File: config.mk
export PLATFORM = sky130hd
export DESIGN_NAME = alu_share_ctrl
export DESIGN_NICKNAME = d
export VERILOG_FILES = /design/src/rtl/alu_share_ctrl.sv
export SDC_FILE = /design/constraint.sdc
export NUM_CORES = 1
export LEC_CHECK = 0
export ABC_CLOCK_PERIOD_IN_PS = 2900
export CORE_MARGIN = 2
export CORE_UTILIZATION = 43
export DETAILED_ROUTE_END_ITERATION = 8
export PLACE_DENSITY = 0.93
export SLEW_MARGIN = 10
export SYNTH_ARGS = -nofsm -noshare
export SYNTH_HDL_FRONTEND = slang
export SYNTH_SLANG_ARGS = --single-unit
File: constraint.sdc
create_clock -name clk -period 2.9 [get_ports clk]
set_input_delay 0.58 -clock clk [delete_from_list [all_inputs] [get_ports clk]]
set_output_delay 0.58 -clock clk [all_outputs]
set_load 0.01 [all_outputs]
File: src/rtl/alu_share_ctrl.sv
// Round-robin controller sharing one combinational 12-bit ALU between two requesters.
// Registers operands onto the ALU, waits SETTLE cycles, then returns result/flags to the owner.
module alu_share_ctrl #(
   parameter int unsigned SETTLE = 1
) (
   input  logic        clk,
   input  logic        rst_n,
   input  logic        req0,
   input  logic        req1,
   input  logic [2:0]  op0,
   input  logic [2:0]  op1,
   input  logic [11:0] a0,
   input  logic [11:0] b0,
   input  logic [11:0] a1,
   input  logic [11:0] b1,
   output logic        ready0,
   output logic        ready1,
   output logic        rsp_valid0,
   output logic        rsp_valid1,
   output logic [11:0] rsp_z0,
   output logic [11:0] rsp_z1,
   output logic [2:0]  rsp_flags0,
   output logic [2:0]  rsp_flags1,
   output logic [11:0] alu_a,
   output logic [11:0] alu_b,
   output logic [2:0]  alu_op,
   input  logic [11:0] alu_z,
   input  logic        alu_cout,
   input  logic        alu_sign,
   input  logic        alu_ov,
   output logic        busy
);

   typedef enum logic {IDLE = 1'b0, EXEC = 1'b1} state_t;

   state_t      state_q, state_d;
   logic        last_q, last_d;
   logic        owner_q, owner_d;
   logic [3:0]  cnt_q, cnt_d;
   logic [11:0] alu_a_q, alu_a_d;
   logic [11:0] alu_b_q, alu_b_d;
   logic [2:0]  alu_op_q, alu_op_d;
   logic [11:0] rsp_z0_q, rsp_z0_d;
   logic [11:0] rsp_z1_q, rsp_z1_d;
   logic [2:0]  rsp_flags0_q, rsp_flags0_d;
   logic [2:0]  rsp_flags1_q, rsp_flags1_d;
   logic        rsp_valid0_q, rsp_valid0_d;
   logic        rsp_valid1_q, rsp_valid1_d;

   logic        winner;
   logic        accept;
   logic [2:0]  cap_flags;

   // On a tie the port not granted last wins; ready is held low while in reset.
   always_comb begin
      winner    = (req0 && req1) ? ~last_q : req1;
      ready0    = rst_n && (state_q == IDLE) && req0 && !winner;
      ready1    = rst_n && (state_q == IDLE) && req1 && winner;
      accept    = ready0 || ready1;
      cap_flags = {(alu_op_q[2:1] == 2'b11) && alu_cout, alu_sign, alu_ov};
   end

   always_comb begin
      state_d      = state_q;
      last_d       = last_q;
      owner_d      = owner_q;
      cnt_d        = cnt_q;
      alu_a_d      = alu_a_q;
      alu_b_d      = alu_b_q;
      alu_op_d     = alu_op_q;
      rsp_z0_d     = rsp_z0_q;
      rsp_z1_d     = rsp_z1_q;
      rsp_flags0_d = rsp_flags0_q;
      rsp_flags1_d = rsp_flags1_q;
      rsp_valid0_d = 1'b0;
      rsp_valid1_d = 1'b0;
      case (state_q)
         IDLE: begin
            if (accept) begin
               alu_op_d = winner ? op1 : op0;
               alu_a_d  = winner ? a1 : a0;
               alu_b_d  = winner ? b1 : b0;
               owner_d  = winner;
               last_d   = winner;
               cnt_d    = 4'(SETTLE);
               state_d  = EXEC;
            end
         end
         EXEC: begin
            cnt_d = cnt_q - 4'd1;
            if (cnt_q == 4'd1) begin
               if (owner_q) begin
                  rsp_z1_d     = alu_z;
                  rsp_flags1_d = cap_flags;
                  rsp_valid1_d = 1'b1;
               end else begin
                  rsp_z0_d     = alu_z;
                  rsp_flags0_d = cap_flags;
                  rsp_valid0_d = 1'b1;
               end
               state_d = IDLE;
            end
         end
         default: state_d = IDLE;
      endcase
   end

   always_ff @(posedge clk or negedge rst_n) begin
      if (!rst_n) begin
         state_q      <= IDLE;
         last_q       <= 1'b1;
         owner_q      <= 1'b0;
         cnt_q        <= '0;
         alu_a_q      <= '0;
         alu_b_q      <= '0;
         alu_op_q     <= '0;
         rsp_z0_q     <= '0;
         rsp_z1_q     <= '0;
         rsp_flags0_q <= '0;
         rsp_flags1_q <= '0;
         rsp_valid0_q <= 1'b0;
         rsp_valid1_q <= 1'b0;
      end else begin
         state_q      <= state_d;
         last_q       <= last_d;
         owner_q      <= owner_d;
         cnt_q        <= cnt_d;
         alu_a_q      <= alu_a_d;
         alu_b_q      <= alu_b_d;
         alu_op_q     <= alu_op_d;
         rsp_z0_q     <= rsp_z0_d;
         rsp_z1_q     <= rsp_z1_d;
         rsp_flags0_q <= rsp_flags0_d;
         rsp_flags1_q <= rsp_flags1_d;
         rsp_valid0_q <= rsp_valid0_d;
         rsp_valid1_q <= rsp_valid1_d;
      end
   end

   assign alu_a      = alu_a_q;
   assign alu_b      = alu_b_q;
   assign alu_op     = alu_op_q;
   assign rsp_z0     = rsp_z0_q;
   assign rsp_z1     = rsp_z1_q;
   assign rsp_flags0 = rsp_flags0_q;
   assign rsp_flags1 = rsp_flags1_q;
   assign rsp_valid0 = rsp_valid0_q;
   assign rsp_valid1 = rsp_valid1_q;
   assign busy       = (state_q == EXEC);

endmodule

Word level (Yosys, flattened, before mapping)
Cells that the tools add are included.
- add/subtract/negate cells: 1
- equality and inequality tests: 3
- mux-type cells: 15
- bitwise gates (word level): 3
- reduce and logical (&&, ||, !) cells: 12
- operator list (kind ; number):
    $mux W12 ; 2
    $mux W1 ; 9
    $pmux W4 S2 ; 1
    $logic_and A1 B1 Y1 ; 7
    $reduce_and A3 Y1 ; 2
    $eq A4 B1 Y1 const B ; 1
    $mux W4 ; 1
    $sub A4 B1 Y4 const B ; 1
    $mux W3 ; 1
    $not A1 Y1 ; 3
    $eq A2 B2 Y1 const B ; 1
    $ne A2 B2 Y1 const B ; 1
    $pmux W1 S2 ; 1
    $reduce_and A2 Y1 ; 1
    $logic_not A1 Y1 ; 1
    $logic_or A1 B1 Y1 ; 1
- register bits: 66
- bits of input ports: 73
- output and inout bits: 62
- word-level logic and storage cells: 47

Longest topological paths before layout
Gate-level depths: netlist (run 1).
- word-level depth: 7
- gate-level depth with buffers: 6
- mapped depth without buffers: 5

Worst setup path after synthesis (run 1)
No wires, ideal clock.
- path type: input port to output port
- start: input req1
- end: output ready0
- arrival: 1.299 ns
- data required time: 2.320 ns
- slack: 1.021 ns
- cell stages on the path: 3
- buffers on the path: 1
- path through: a21boi_2 -> clkbuf_1 -> nor2_1
- longest elaborated chain between the ends: 4
- ends and longest elaborated chain (what ; RTL line ; source):
    start, declared ; 9 ; input logic req1,
    $logic_and A1 B1 Y1 ; 56 ; winner = (req0 && req1) ? ~last_q : req1;
    $mux W1 (*) ; 56 ;
    $logic_not A1 Y1 (*) ; 57 ; ready0 = rst_n && (state_q == IDLE) && req0 && !winner;
    $logic_and A1 B1 Y1 (*) ; 57 ;
    end, declared ; 16 ; output logic ready0,
Every way passes the cells marked *; elsewhere a longest branch is shown, timed or not.

Final worst setup path (run 1)
- start: input req1
- end: output ready1
- longest elaborated chain between the ends: 3
- elaborated cells on any way between the ends: 4
- classes of those cells: mux (1); reduce/logical (3)
- ends and longest elaborated chain (what ; RTL line ; source):
    $logic_and A1 B1 Y1 ; 56 ;
    $mux W1 ; 56 ;
    $logic_and A1 B1 Y1 (*) ; 58 ; ready1 = rst_n && (state_q == IDLE) && req1 && winner;
    end, declared ; 17 ; output logic ready1,
Marked as above.

==> results by group, run 1 <==
Power
  – Power per cell area: 1050 nW/µm²
  – Sw frac: 31.1%
  – Net load switching power: roughly 1500 µW
  – Pint: about 3300 µW
  – Comb power frac: between 40% and 50%
  – Overall Power: 4790 µW
  – Leak: approximately 0.0019 µW
  – Clock network fraction of total power: 19.9%
  – Reg power frac: between 30% and 40%
  – Peak supply drop: about 0.64 mV

GRT
  – First-pass GRT wire length: about 13 mm
  – GRT Util Overall: approximately 22%
  – Grt ovf: 0
  – Vias in the first global route: 2552
  – Largest net degree at the start of global routing: 44
  – Antenna violations before repair: 0

Yosys
  – Top FF cell, synth: dfrtp_1
  – Mean Syn Cell Area: 12.8 µm²
  – Post-Synthesis Cell Area: ~2900 µm²
  – Post-synth EDFFs: 0
  – Syn. warnings: 0
  – Sequential area share after synthesis: 57.3%
  – Library cells used by synthesis: 31
  – Post-synth net total: about 300
  – FF+latch count, synth: between 60 and 70
  – Post-synth ARST share: 100%
  – Mapped Cells: around 230

CTS
  – CTS sink cnt: 66
  – CTS resizes: 0
  – Root Buffer: clkbuf_8
  – Postcts setup bufs: 0
  – Worst skew pair latency: approximately 0.33 ns
  – CTS tree: done
  – Clock slew at reported path FFs: 0.07 ns
  – Total CTS buffers: 9
  – CTS Buffer Depth: 2
  – Hold Buf Count CTS: 0
  – CTS H-tree lvls: 3

Timing
  – Max Fclk: approximately 380 MHz
  – Slew @ Worst Pin: ~0.72 ns
  – Final setup viols: 0
  – Unrepaired setup endpoints after global routing: false
  – Post-layout min period: 2.65 ns
  – Hold Fails Final Rpt: 0
  – Max_slew headroom: between 50 and 60%
  – Setup TNS: 0 ns
  – Final slew viol count: 0
  – Clock Skew: around 0.013 ns
  – Final cycle utilization of the critical path: approximately 91%

Detailed routing
  – WL/cell: roughly 18 µm
  – Number of remaining DRC errors: 0
  – Vias after detailed routing: 2470
  – Final WL: around 8.0 mm
  – DRT antenna net count: 0
  – Initial DRT Pass Iterations: 4
  – Iteration-0 DRC Markers: 70
  – Via density: ~5.6

Critical path
  – CP startpoint kind: input pin
  – Kind of critical path: in2out
  – Crit-path most repeated cell: clkdlybuf4s50_1
  – Crit path DAT: around 2.1 ns
  – Critical path cell sequence: clkdlybuf4s50_1 -> a21bo_2 -> nor2_1 -> clkdlybuf4s50_1
  – Setup crit end kind: output pin
  – CP max stage cell: clkdlybuf4s50_1
  – Worst Reg2Reg Path Length in Cells: 4
  – Data required time of the worst path: around 2.3 ns
  – Maximum fanout along the worst path: 4
  – Worst path max stage delay: around 0.55 ns

Outcome
  – Status: finished clean

Flow run
  – Total of max-cap violations: 0

Finish
  – Ratio of cells with drive above 1 in the final layout: between 10% and 20%
  – Fin util: approximately 71%
  – Final cell count without fillers: 444
  – # nets final: ~440
  – Layout area overhead: 57.4%
  – # diodes: 0

Placed design
  – Port Buffers: around 130
  – DPL Wire Length: between 5 and 6 mm
  – Placed insts: between 400 and 500
  – GP Congestion: approximately 0.84

Floorplan
  – Die X: roughly 86 µm
  – DIE HEIGHT: 85.9 µm
  – Core box area: 6420 µm²
  – Row count: 29
  – I/O pin count: 135
  – Initial Utilization: ~45%
  – Full die area: 7380 µm²

Hold path
  – Hold crit path type: in2async
[critical path, delay by kind of cell]
| family | cells | cell delay, ns |
|---|---|---|
| buffers and inverters | 2 | 1.09 |
| AOI/OAI and AO/OA | 1 | 0.25 |
| and+or+nand+nor | 1 | 0.15 |
[metrics by stage]
| stage | setup WS [ns] | area (µm²) | hold slack (ns) |
|---|---|---|---|
| floorplan | 1.02 | 2890 | 0.284 |
| global placement | 0.312 | 4290 | 0.487 |
| CTS | 0.258 | 4540 | 0.261 |
| detailed placement | 0.254 | 4290 | 0.493 |
| finish | 0.250 | 4540 | 0.268 |
| global route | 0.219 | 4540 | 0.281 |
[cells in the mapped netlist, types with 2 or more instances]
master	n	share of area, %
a211oi_1	27	7.0
a21oi_1	2	0.35
a2bb2oi_1	27	8.2
buf_2	5	0.87
clkbuf_1	10	1.3
dfrtp_1	65	56
ha_1	2	0.87
inv_1	4	0.52
mux2_2	21	8.2
mux2_4	9	4.7
nand2_1	30	3.9
nor2_1	3	0.39
o21ai_0	2	0.35
o22ai_1	2	0.43
[layer usage]
layer | vias up | share of wire, % | global-route usage (%)
li1 | 1104 | - | -
met1 | 1235 | 41 | 28.3
met2 | 106 | 50 | 35.7
met3 | 25 | 5.7 | 5.68
met4 | 0 | 3.2 | 10.4
met5 | - | 0 | 0
[layout make-up]
cell class / instances / area (µm²)
tap: 77 / 96.3
multi-input combinational: 140 / 1140
clock inverter: 6 / 114
inverter: 4 / 15.0
clock buffer: 10 / 138
timing repair buffer: 141 / 1390
sequential: 66 / 1650
fill: 449 / 1880
[kinds of logic (layout without fill, tap and decap cells)]
family	Yosys count	in the layout	synth area share, %
AO/OA/AOI/OAI	66	66	18.2
adder cells (fa/ha/maj)	2	2	0.867
buffers and inverters	20	161	3.38
flip-flops	66	66	57.3
multiplexers	31	31	13.2
AND/OR/NAND/NOR	41	41	7.11
[registers in the layout, indices dropped and copies added, names as in the netlist, 3 cells and up]
name,cells
rsp_z1,12
cnt_q,4
rsp_flags1,3
alu_op,3
alu_a,12
alu_b,12
rsp_z0,12
rsp_flags0,3
[final timing paths]
kind	start	endpoint	slack [ns]
max in group asynchronous	rst_n	rsp_z1[10]	2.14
min reg2reg	rsp_z1[9]	rsp_z1[9]	0.51
max	req1	ready1	0.25
max reg2reg	busy	cnt_q[1]	0.95
min	rst_n	alu_b[5]	0.27
min in group clk	rsp_z1[9]	rsp_z1[9]	0.51
[power by group through the flow]
stage                     sequential, µW  clock [µW]  combinational (µW)
final                               1690         955                2150
after global routing                1740        1020                2290
after CTS                           1680         974                2170
after detailed placement            1680           0                2170
after global placement              1670           0                2100
after floorplan                     1830           0                 840
[cell usage in the layout (no fill, tap or decap), drive strengths merged, types with 2 or more instances in the layout]
| master | netlist | routed |
|---|---|---|
| a211oi | 27 | 27 |
| a21oi | 2 | 2 |
| a2bb2oi | 27 | 27 |
| buf | 6 | 8 |
| bufinv | 0 | 3 |
| clkbuf | 10 | 10 |
| clkdlybuf4s50 | 0 | 133 |
| clkinvlp | 0 | 2 |
| dfrtp | 65 | 65 |
| ha | 2 | 2 |
| inv | 4 | 4 |
| mux2 | 30 | 30 |
| nand2 | 30 | 30 |
| nor2 | 4 | 4 |
| nor3b | 2 | 2 |
| o21ai | 2 | 2 |
| o22ai | 2 | 2 |
Note: power is estimated with default switching activity, not from simulation.
==> inputs of run 2 (changes only) <==
Settings changed: ABC_CLOCK_PERIOD_IN_PS 2900 to default, CTS_CLUSTER_SIZE from default to 30.
==> results of run 2 <==
No change in the layout: final DEF, timing and power equal those of run 1.
==> inputs of run 3 (changes only) <==
Settings changed: ABC_AREA from default to 1, CORE_UTILIZATION 43 to 37, PLACE_DENSITY 0.93 to 0.86.
Clock period 2.9 ns to 2.34 ns, I/O delays scaled along.
==> run 3 against run 2 <==
  * Clock skew down 0.0045 ns
  * Cell area up 0.36%
  * Count of clock-buffer cells in the layout up 1
  * Die area up 18%
  * Register-to-register slack worse by 0.19 ns
  * Via count up 14%
==> results by group, run 3 <==
Finish
  – Layout Cell Area excl Fill: between 4000 and 5000 µm²
  – Most common cell after layout, fill and taps aside: nand2_1
  – Layout area overhead: 54.5%
  – Most frequent cells in the layout: nand2_1, clkdlybuf4s50_1, dfrtp_1
  – # diodes: 0
  – Fin util: 59.0%
  – Ratio of cells with drive above 1 in the final layout: under 10%
  – # nets final: 576

Critical path
  – Worst setup path start: req0
  – Worst path buffer plus inverter count: 3
  – Critical path cell sequence: clkdlybuf4s50_1 -> nand2_1 -> nand4_4 -> inv_1 -> clkdlybuf4s50_1
  – Worst flop-to-flop path endpoint: alu_b[0]
  – Worst Reg2Reg Path Length in Cells: 8
  – Data required time of the worst path: roughly 1.9 ns
  – CP startpoint kind: input pin
  – Family with the most delay on the worst path: buffers and inverters
  – Maximum fanout along the worst path: 4
  – Setup crit end kind: output pin
  – CP max stage cell: clkdlybuf4s50_1
  – Kind of critical path: in2out
  – Crit path DAT: 1.79 ns
  – Reg2reg start: last_q
  – Worst path max stage delay: 0.53 ns
  – FF-to-FF setup slack: between 0.7 and 0.8 ns
  – Crit-path most repeated cell: clkdlybuf4s50_1

Yosys
  – Synth area leaders: dfrtp_1, nand2_1, nand3_1, o21ai_0, inv_1
  – Post-Synthesis Cell Area: between 2000 and 3000 µm²
  – Yosys top cell area share: a little under three fifths
  – Post-synth net total: around 440
  – Mean Syn Cell Area: around 8 µm²
  – Most instantiated cells after synthesis: nand2_1, dfrtp_1, nand3_1
  – Sequential area share after synthesis: a little under three fifths
  – Top FF cell, synth: dfrtp_1
  – Post-synth ARST share: 100%
  – Syn. warnings: 0
  – Mapped Cells: 363
  – Yosys top cell by area: dfrtp_1
  – Post-synth EDFFs: 0
  – FF+latch count, synth: 66
  – Library cells used by synthesis: 23
  – Most frequent cell after synthesis: nand2_1

Placed design
  – GP Congestion: ~0.74
  – Cell area after placement: 4410 µm²
  – DPL Wire Length: around 5.7 mm
  – Port Buffers: about 130

Power
  – Peak supply drop: 0.422 mV
  – Leak: 0.00230 µW
  – Power per cell area: about 1100 nW/µm²

Detailed routing
  – Via density: 4.68
  – Final WL: roughly 7.4 mm
  – DRT antenna net count: 0
  – WL/cell: about 12 µm
  – Iteration-0 DRC Markers: 85
  – Number of remaining DRC errors: 0
  – Initial DRT Pass Iterations: 4
  – Vias after detailed routing: 2825

CTS
  – CTS resizes: 0
  – Hold Buf Count CTS: 0
  – Total CTS buffers: 9
  – Clock slew at reported path FFs: about 0.060 ns
  – CTS sink cnt: 66
  – Postcts setup bufs: 0
  – Worst skew pair latency: 0.32 ns
  – CTS H-tree lvls: 3
  – CTS Buffer Depth: 2
  – Root Buffer: clkbuf_8
  – CTS tree: done

Timing
  – Clock Skew: between 0.008 and 0.009 ns
  – Max_slew headroom: 47.4%
  – Setup TNS: 0 ns
  – Slew @ Worst Pin: between 0.7 and 0.8 ns
  – Final slew viol count: 0
  – Final setup viols: 0
  – Hold Fails Final Rpt: 0
  – Unrepaired setup endpoints after global routing: false
  – Post-layout min period: between 2 and 2.5 ns
  – Final cycle utilization of the critical path: a little under 100%
  – Max Fclk: between 400 and 500 MHz

Hold path
  – Hold crit path type: in2async

Floorplan
  – DIE HEIGHT: between 90 and 100 µm
  – Initial Utilization: a little under two fifths
  – Row count: 32
  – Full die area: 8700 µm²
  – I/O pin count: approximately 140
  – Core box area: about 7700 µm²
  – Die X: 93.3 µm

GRT
  – Grt ovf: 0
  – Antenna violations before repair: 0
  – GRT Util Overall: about 18%
  – First-pass GRT wire length: 12.4 mm
  – Vias in the first global route: 2669
  – Largest net degree at the start of global routing: between 60 and 70

Flow run
  – Total of max-cap violations: 0

Outcome
  – Status: finished clean
## run 3: changes by cell type after synthesis, sizes merged, moves of 3 or more
cell / delta
inv: +19
a211oi: -27
o21ai: +31
buf: +8
nand3: +32
clkbuf: -5
nand4: +3
mux2: -30
nand2: +148
a2bb2oi: -27
## run 3: area by class of cell
| cell class | count | area (µm²) |
|---|---|---|
| Clock inverter | 1 | 5.00 |
| Fill cell | 624 | 3170 |
| Timing Repair Buffer | 146 | 1440 |
| Multi-Input combinational cell | 255 | 1100 |
| Sequential cell | 66 | 1650 |
| Tap cell | 102 | 128 |
| Inverter | 23 | 88.8 |
| Clock buffer | 11 | 141 |
## run 3: power breakdown
group	internal [µW]	switching (µW)	total [µW]
Clock	388	363	751
Sequential	1690	314	2000
Combinational	1290	1140	2430
## run 3: worst register-to-register path, stage by stage, from the launching register on
cell and delay, ns:
dfstp_2 0.55, nand2_1 0.13, buf_4 0.24, nand2_2 0.18, buf_12 0.17, nand2_1 0.06, nand2_1 0.05, nand2_1 0.06
nand2_1 0.08
## run 3: cell families after synthesis
| logic type | Yosys count | synth area share, % |
|---|---|---|
| adders and majority gates | 2 | 0.848 |
| DFF | 66 | 56.0 |
| and+or+nand+nor | 218 | 30.4 |
| buffers and inverters | 42 | 6.70 |
| AOI/OAI and AO/OA | 35 | 6.02 |
## run 3: how the worst max path moves through the flow
stage	endpoint	slack (ns)	cells after the start
final	ready1	0.08	5
after global placement	ready0	0.05	4
after CTS	ready0	0.05	4
after global routing	ready1	0.04	5
after detailed placement	ready0	0.06	4
after floorplan	ready0	0.67	4
## run 3: per-layer routing
metal / up-vias / global-route usage (%) / share of wire (%)
met5: - / 0 / 0
met4: 0 / 7.23 / 1.9
met3: 14 / 6.61 / 11
met2: 142 / 29.4 / 45
met1: 1263 / 22.1 / 42
li1: 1406 / - / -
## run 3: stage by stage
| stage | hold slack [ns] | power [µW] | cells | setup WS (ns) |
|---|---|---|---|---|
| after floorplan | 0.172 | 3080 | 363 | 0.673 |
| after global placement | 0.453 | 4380 | 592 | 0.0534 |
| after detailed placement | 0.462 | 4480 | 592 | 0.0634 |
| after CTS | 0.431 | 5250 | 604 | 0.0506 |
| after global routing | 0.456 | 5610 | 604 | 0.0390 |
| final | 0.390 | 5180 | 604 | 0.0788 |
